File: src/rtl/wash_sequencer_if.sv
// Control and status bundle between the wash program sequencer and the display stage.
// The master drives the button/tick pulses; the slave reports progress.
interface wash_sequencer_if;
    logic        sec_pulse;
    logic        start;
    logic        pause;
    logic [7:0]  mask;
    logic [2:0]  phase;
    logic [7:0]  mask_left;
    logic [7:0]  phase_remain;
    logic [9:0]  remain;
    logic [11:0] remain_bcd;
    logic        running;
    logic        paused;
    logic        done;

    modport master (
        output sec_pulse, start, pause, mask,
        input  phase, mask_left, phase_remain, remain, remain_bcd, running, paused, done
    );

    modport slave (
        input  sec_pulse, start, pause, mask,
        output phase, mask_left, phase_remain, remain, remain_bcd, running, paused, done
    );
endinterface

File: src/rtl/wash_sequencer.sv
// Wash program sequencer: walks the enabled phases MSB-first and counts down the
// per-phase and whole-program seconds, with pause/resume and a done pulse.
module wash_sequencer #(
    parameter int T_IN    = 3,
    parameter int T_WASH  = 5,
    parameter int T_OUT   = 2,
    parameter int T_SPIN  = 4,
    parameter int T_RINSE = 4
) (
    input  logic             cp,
    input  logic             rst,
    wash_sequencer_if.slave  bus
);
    typedef enum logic [1:0] {IDLE, RUN, PAUSE, DONE} state_t;

    state_t      stateReg, stateNext;
    logic [2:0]  phaseReg, phaseNext;
    logic [7:0]  maskLeftReg, maskLeftNext;
    logic [7:0]  phaseRemainReg, phaseRemainNext;
    logic [9:0]  remainReg, remainNext;
    logic        doneReg, doneNext;

    logic [9:0]  phaseTerm [8];
    logic [9:0]  programTime;
    logic [7:0]  curBit;
    logic [7:0]  maskAfter;

    // Phase k sits on mask bit 7-k: in, wash, out, spin, in, rinse, out, spin.
    function automatic logic [7:0] phaseTime(input logic [2:0] k);
        case (k)
            3'd0, 3'd4: phaseTime = 8'(T_IN);
            3'd1:       phaseTime = 8'(T_WASH);
            3'd2, 3'd6: phaseTime = 8'(T_OUT);
            3'd3, 3'd7: phaseTime = 8'(T_SPIN);
            default:    phaseTime = 8'(T_RINSE);
        endcase
    endfunction

    // Lowest phase index whose bit is set, i.e. the highest set mask bit.
    function automatic logic [2:0] firstPhase(input logic [7:0] m);
        firstPhase = 3'd0;
        for (int k = 7; k >= 0; k--) begin
            if (m[7 - k]) begin
                firstPhase = 3'(k);
            end
        end
    endfunction

    genvar gi;
    generate
        for (gi = 0; gi < 8; gi++) begin : g_term
            assign phaseTerm[gi] = bus.mask[7 - gi] ? {2'b00, phaseTime(3'(gi))} : 10'd0;
        end
    endgenerate

    always_comb begin
        programTime = '0;
        for (int k = 0; k < 8; k++) begin
            programTime = programTime + phaseTerm[k];
        end
    end

    always_ff @(posedge cp) begin
        if (rst) begin
            stateReg       <= IDLE;
            phaseReg       <= '0;
            maskLeftReg    <= '0;
            phaseRemainReg <= '0;
            remainReg      <= '0;
            doneReg        <= 1'b0;
        end else begin
            stateReg       <= stateNext;
            phaseReg       <= phaseNext;
            maskLeftReg    <= maskLeftNext;
            phaseRemainReg <= phaseRemainNext;
            remainReg      <= remainNext;
            doneReg        <= doneNext;
        end
    end

    always_comb begin
        stateNext       = stateReg;
        phaseNext       = phaseReg;
        maskLeftNext    = maskLeftReg;
        phaseRemainNext = phaseRemainReg;
        remainNext      = remainReg;
        doneNext        = 1'b0;
        curBit          = 8'h80 >> phaseReg;
        maskAfter       = maskLeftReg & ~curBit;

        case (stateReg)
            IDLE, DONE: begin
                if (bus.start && (bus.mask != 8'h00)) begin
                    stateNext       = RUN;
                    maskLeftNext    = bus.mask;
                    phaseNext       = firstPhase(bus.mask);
                    phaseRemainNext = phaseTime(firstPhase(bus.mask));
                    remainNext      = programTime;
                end
            end
            RUN: begin
                // A pause pulse swallows a coincident tick.
                if (bus.pause) begin
                    stateNext = PAUSE;
                end else if (bus.sec_pulse) begin
                    remainNext = remainReg - 10'd1;
                    if (phaseRemainReg > 8'd1) begin
                        phaseRemainNext = phaseRemainReg - 8'd1;
                    end else if (maskAfter == 8'h00) begin
                        stateNext       = DONE;
                        doneNext        = 1'b1;
                        maskLeftNext    = '0;
                        phaseRemainNext = '0;
                        remainNext      = '0;
                    end else begin
                        maskLeftNext    = maskAfter;
                        phaseNext       = firstPhase(maskAfter);
                        phaseRemainNext = phaseTime(firstPhase(maskAfter));
                    end
                end
            end
            PAUSE: begin
                if (bus.pause) begin
                    stateNext = RUN;
                end
            end
            default: stateNext = IDLE;
        endcase
    end

    always_comb begin
        bus.phase        = phaseReg;
        bus.mask_left    = maskLeftReg;
        bus.phase_remain = phaseRemainReg;
        bus.remain       = remainReg;
        bus.running      = (stateReg == RUN);
        bus.paused       = (stateReg == PAUSE);
        bus.done         = doneReg;
        bus.remain_bcd   = {4'(remainReg / 10'd100),
                            4'((remainReg / 10'd10) % 10'd10),
                            4'(remainReg % 10'd10)};
    end
endmodule
File: src/flat_wrapper.sv
// flat-port wrapper written by rule: the top's interface ports become plain ports
module wash_sequencer_flat 
#(
    parameter int T_IN    = 3,
    parameter int T_WASH  = 5,
    parameter int T_OUT   = 2,
    parameter int T_SPIN  = 4,
    parameter int T_RINSE = 4
)
  (cp, rst, bus_sec_pulse, bus_start, bus_pause, bus_mask, bus_phase, bus_mask_left, bus_phase_remain, bus_remain, bus_remain_bcd, bus_running, bus_paused, bus_done);
  wash_sequencer_if bus_i ();
  input  logic cp;
  input  logic rst;
  input wire logic [$bits(bus_i.sec_pulse)-1:0] bus_sec_pulse;
  input wire logic [$bits(bus_i.start)-1:0] bus_start;
  input wire logic [$bits(bus_i.pause)-1:0] bus_pause;
  input wire logic [$bits(bus_i.mask)-1:0] bus_mask;
  output wire logic [$bits(bus_i.phase)-1:0] bus_phase;
  output wire logic [$bits(bus_i.mask_left)-1:0] bus_mask_left;
  output wire logic [$bits(bus_i.phase_remain)-1:0] bus_phase_remain;
  output wire logic [$bits(bus_i.remain)-1:0] bus_remain;
  output wire logic [$bits(bus_i.remain_bcd)-1:0] bus_remain_bcd;
  output wire logic [$bits(bus_i.running)-1:0] bus_running;
  output wire logic [$bits(bus_i.paused)-1:0] bus_paused;
  output wire logic [$bits(bus_i.done)-1:0] bus_done;
  assign bus_i.sec_pulse = bus_sec_pulse;
  assign bus_i.start = bus_start;
  assign bus_i.pause = bus_pause;
  assign bus_i.mask = bus_mask;
  assign bus_phase = bus_i.phase;
  assign bus_mask_left = bus_i.mask_left;
  assign bus_phase_remain = bus_i.phase_remain;
  assign bus_remain = bus_i.remain;
  assign bus_remain_bcd = bus_i.remain_bcd;
  assign bus_running = bus_i.running;
  assign bus_paused = bus_i.paused;
  assign bus_done = bus_i.done;
  wash_sequencer #(.T_IN(T_IN), .T_WASH(T_WASH), .T_OUT(T_OUT), .T_SPIN(T_SPIN), .T_RINSE(T_RINSE)) u_core (.cp(cp), .rst(rst), .bus(bus_i));
endmodule
File: config.mk
export PLATFORM = sky130hd
export DESIGN_NAME = wash_sequencer_flat
export DESIGN_NICKNAME = d
export VERILOG_FILES = /design/src/rtl/wash_sequencer_if.sv /design/src/rtl/wash_sequencer.sv /design/src/flat_wrapper.sv
export SDC_FILE = /design/constraint.sdc
export NUM_CORES = 1
export LEC_CHECK = 0
export CAP_MARGIN = 10
export CORE_UTILIZATION = 50
export CTS_CLUSTER_DIAMETER = 150
export DETAILED_ROUTE_END_ITERATION = 6
export PLACE_DENSITY_LB_ADDON = 0.25
export SLEW_MARGIN = 10
export SYNTH_ARGS = -nofsm -noshare
export SYNTH_HDL_FRONTEND = slang
export SYNTH_SLANG_ARGS = --single-unit
export TNS_END_PERCENT = 20
File: constraint.sdc
create_clock -name cp -period 8.1 [get_ports cp]
set_input_delay 2.43 -clock cp [delete_from_list [all_inputs] [get_ports cp]]
set_output_delay 2.43 -clock cp [all_outputs]
set_load 0.01 [all_outputs]
==> results.md <==
- Max cap viols: 0
- Mapped Area: 0.003899 mm²
- Ports: 57
- Async S/R FF share, synth: 0%
- Final RePlAce weighted congestion: 0.9092
- Slew Viols, Final: 0
- Hold Path Cell Cnt: 2
- Met3 GRT Util: 3.114%
- Starting density of the core: 52.63%
- Initial antenna violation count: 0
- Cell taking the most area after synthesis: dfxtp_1
- Max-slew headroom: 30.90%
- Worst setup SP type: flop
- CP max FO: 10
- Number of synthesized flops with an enable pin: 0
- TritonRoute pass-1 iters: 5
- Hold Buf Count CTS: 0
- First-pass GRT wire length: 18820 µm
- Routing usage on met2: 47.65%
- CTS tree: yes
- Reg-to-reg endpoint: u_core.bus.phase[1]
- CP Capture Point: bus_remain_bcd[7]
- Post-Route WL: 11260 µm
- Fmax: 126.7 MHz
- Drt drc: 0
- Worst Setup SP: u_core.bus.remain[5]
- Worst reg2reg path startpoint: u_core.bus.phase_remain[2]
- Share of the synthesized area in the top cell type: 16.43%
- PortBufs: 56
- Final Core Density: 65.07%
- Sequential-to-total area share from yosys stat: 16.43%
- Root buffer cell: clkbuf_8
- Met1 usage: 34.02%
- Chip width: 90.31 µm
- Routed vias/inst: 6.261
- Ant. Diodes: 0
- Final setup viols: 0
- Cells after Synth: 543
- Final worst-path cycle share: 97.46%
- DIE AREA: 0.008155 mm²
- Total GRT Usage: 27.27%
- Core area: 0.007408 mm²
- Most common cell in the netlist: nor2_1
- GRT overflow: 0
- Nets: 631
- Largest net degree at the start of global routing: 31
- Via count: 4364
- Sum Neg Setup Slack: 0 ns
- Worst-path clk slew: 0.07 ns
- FILL cells: 648
- Layout cell share with drive strength beyond 1: 13.21%
- Dpl hpwl: 8311 µm
- Final ANT Viol Nets: 0
- Busiest grt layer: met2
- Worst R2R Path Depth: 7
- Synthesized flop and latch total: 32
- Flop2flop setup slack: 4.86 ns
- Yosys cell types: 87
- CTS Buffer Depth: 2
- Min Tclk post-route: 7.894 ns
- Synth area leaders: dfxtp_1, nor2_1, nand2_1
- Slew @ Worst Pin: 1.037 ns
- Hold Crit Class: flop to flop
- Crit path required time: 5.67 ns
- DR iter-0 viols: 234
- Worst setup path category: flop to primary output
- Post-synth top cells: nor2_1, nand2_1, a21oi_1
- Unrepaired setup endpoints after global routing: yes
- Mean post-synth cell area: 7.180 µm²
- Die H: 90.31 µm
- CP Capture Type: primary output
- Smallest hold slack: 0.4732 ns
- Final setup skew: 0.004799 ns
- Syn_nets: 577
- Ys flop type: dfxtp_1
- Row cnt: 31
- Num CTS Buffers: 5
- Area growth syn-to-layout: 23.65%
- Final Hold Viols: 0
- Crit path arrival time: 5.46 ns
- Avg WL per Cell: 16.15 µm
- Clk sinks: 32
- Clock Latency Late Sink: 0.29 ns
- H-tree depth: 2
- Number of global-route vias before repair: 4076
- Status: finished clean
- Synth warnings: 0
## worst min-delay path by stage
stage,from,end,slack [ns]
detailed placement,u_core.bus.phase_remain[1],u_core.bus.phase_remain[1],0.47
finish,u_core.bus.phase_remain[1],u_core.bus.phase_remain[1],0.47
global placement,u_core.bus.phase_remain[1],u_core.bus.phase_remain[1],0.47
global route,u_core.bus.phase_remain[1],u_core.bus.phase_remain[1],0.51
floorplan,u_core.stateReg[1],u_core.stateReg[1],0.49
CTS,u_core.bus.phase_remain[1],u_core.bus.phase_remain[1],0.48
## what timing repair did
| item | 4_1_cts | 5_1_grt |
|---|---|---|
| setup endpoints to repair | 3 | 3 |
| pin swaps | 0 | 5 |
| cloned | 0 | 0 |
| resized for setup | 4 | 28 |
| setup buffers | 0 | 4 |
## stage by stage
stage | area [µm²] | std cells | setup WS (ns)
2_1_floorplan | 3899 | 543 | 1.214
5_1_grt | 4821 | 697 | -0.07783
6_report | 4821 | 697 | 0.2061
3_5_place_dp | 4567 | 685 | 0.2209
3_3_place_gp | 4567 | 685 | 0.3851
4_1_cts | 4683 | 693 | 0.003778
## sequential cells by signal, indices dropped and copies added, names as in the netlist
signal / count
u_core.stateReg: 2
u_core.bus.mask_left: 8
u_core.bus.phase_remain: 8
u_core.bus.done: 1
u_core.bus.remain: 10
u_core.bus.phase: 3
## layout by cell type (no fill, tap or decap), types with 5 or more instances in the layout
| cell type | Yosys | layout |
|---|---|---|
| a211oi_1 | 8 | 7 |
| a21oi_1 | 40 | 40 |
| a22oi_1 | 7 | 7 |
| a31oi_1 | 8 | 8 |
| and2_1 | 8 | 8 |
| buf_4 | 4 | 17 |
| clkbuf_8 | 0 | 5 |
| clkdlybuf4s50_1 | 0 | 55 |
| dfxtp_1 | 32 | 28 |
| fa_1 | 6 | 6 |
| ha_1 | 15 | 15 |
| inv_1 | 30 | 28 |
| mux2i_1 | 6 | 5 |
| nand2_1 | 60 | 58 |
| nand2b_1 | 8 | 8 |
| nand3_1 | 15 | 14 |
| nand3b_1 | 5 | 5 |
| nor2_1 | 70 | 67 |
| nor3_1 | 13 | 13 |
| nor4_1 | 6 | 6 |
| o211ai_1 | 5 | 5 |
| o21a_1 | 7 | 7 |
| o21ai_0 | 28 | 27 |
| o22ai_1 | 9 | 8 |
| or2_2 | 6 | 6 |
| or3_1 | 11 | 11 |
| xnor2_1 | 14 | 14 |
## routing by layer
| metal | wire length (µm) | up-vias |
|---|---|---|
| li1 | - | 2099 |
| met1 | 4853 | 2063 |
| met2 | 5533 | 158 |
| met3 | 525 | 44 |
| met4 | 342 | 0 |
| met5 | 0 | - |
## final cells by class
cell class                      count  area [µm²]  area share, %
Inverter                           32       126.4          2.621
Sequential cell                    32       653.1          13.55
Tap cell                           99       123.9          2.569
Timing Repair Buffer               74       701.9          14.56
Clock inverter                      3       42.54         0.8824
Multi-Input combinational cell    452        3104          64.39
Clock buffer                        5       68.82          1.427
## cell families (layout without fill, tap and decap cells)
family	after synthesis	in the layout	synth area share (%)
and+or+nand+nor	234	234	30.55
AOI/OAI and AO/OA	168	168	31.55
buffers and inverters	59	114	6.258
DFF	32	32	16.43
adders and majority gates	23	23	8.408
xor gates and xnor gates	17	17	3.819
muxes	10	10	2.985
## critical path, stage by stage, from the launching register on
cell and delay [ns]:
dfxtp_2 0.37, buf_4 0.18, or2_2 0.37, o32ai_4 0.32, a221o_4 0.22, buf_4 0.14
o21ai_0 0.09, a21oi_1 0.28, o32ai_4 0.15, nand4_4 0.20, nand2_2 0.15, o221ai_2 0.39
inv_1 0.12, ha_1 0.21, a41o_1 0.18, nor2_1 0.20, o32a_1 0.26, o211ai_1 0.19
o32ai_4 0.35, a31oi_1 0.13, o22ai_1 0.14, clkdlybuf4s50_1 0.55
Power is not shown: default switching activity piles up to over one toggle a cycle in this logic, so the estimate is an artifact.
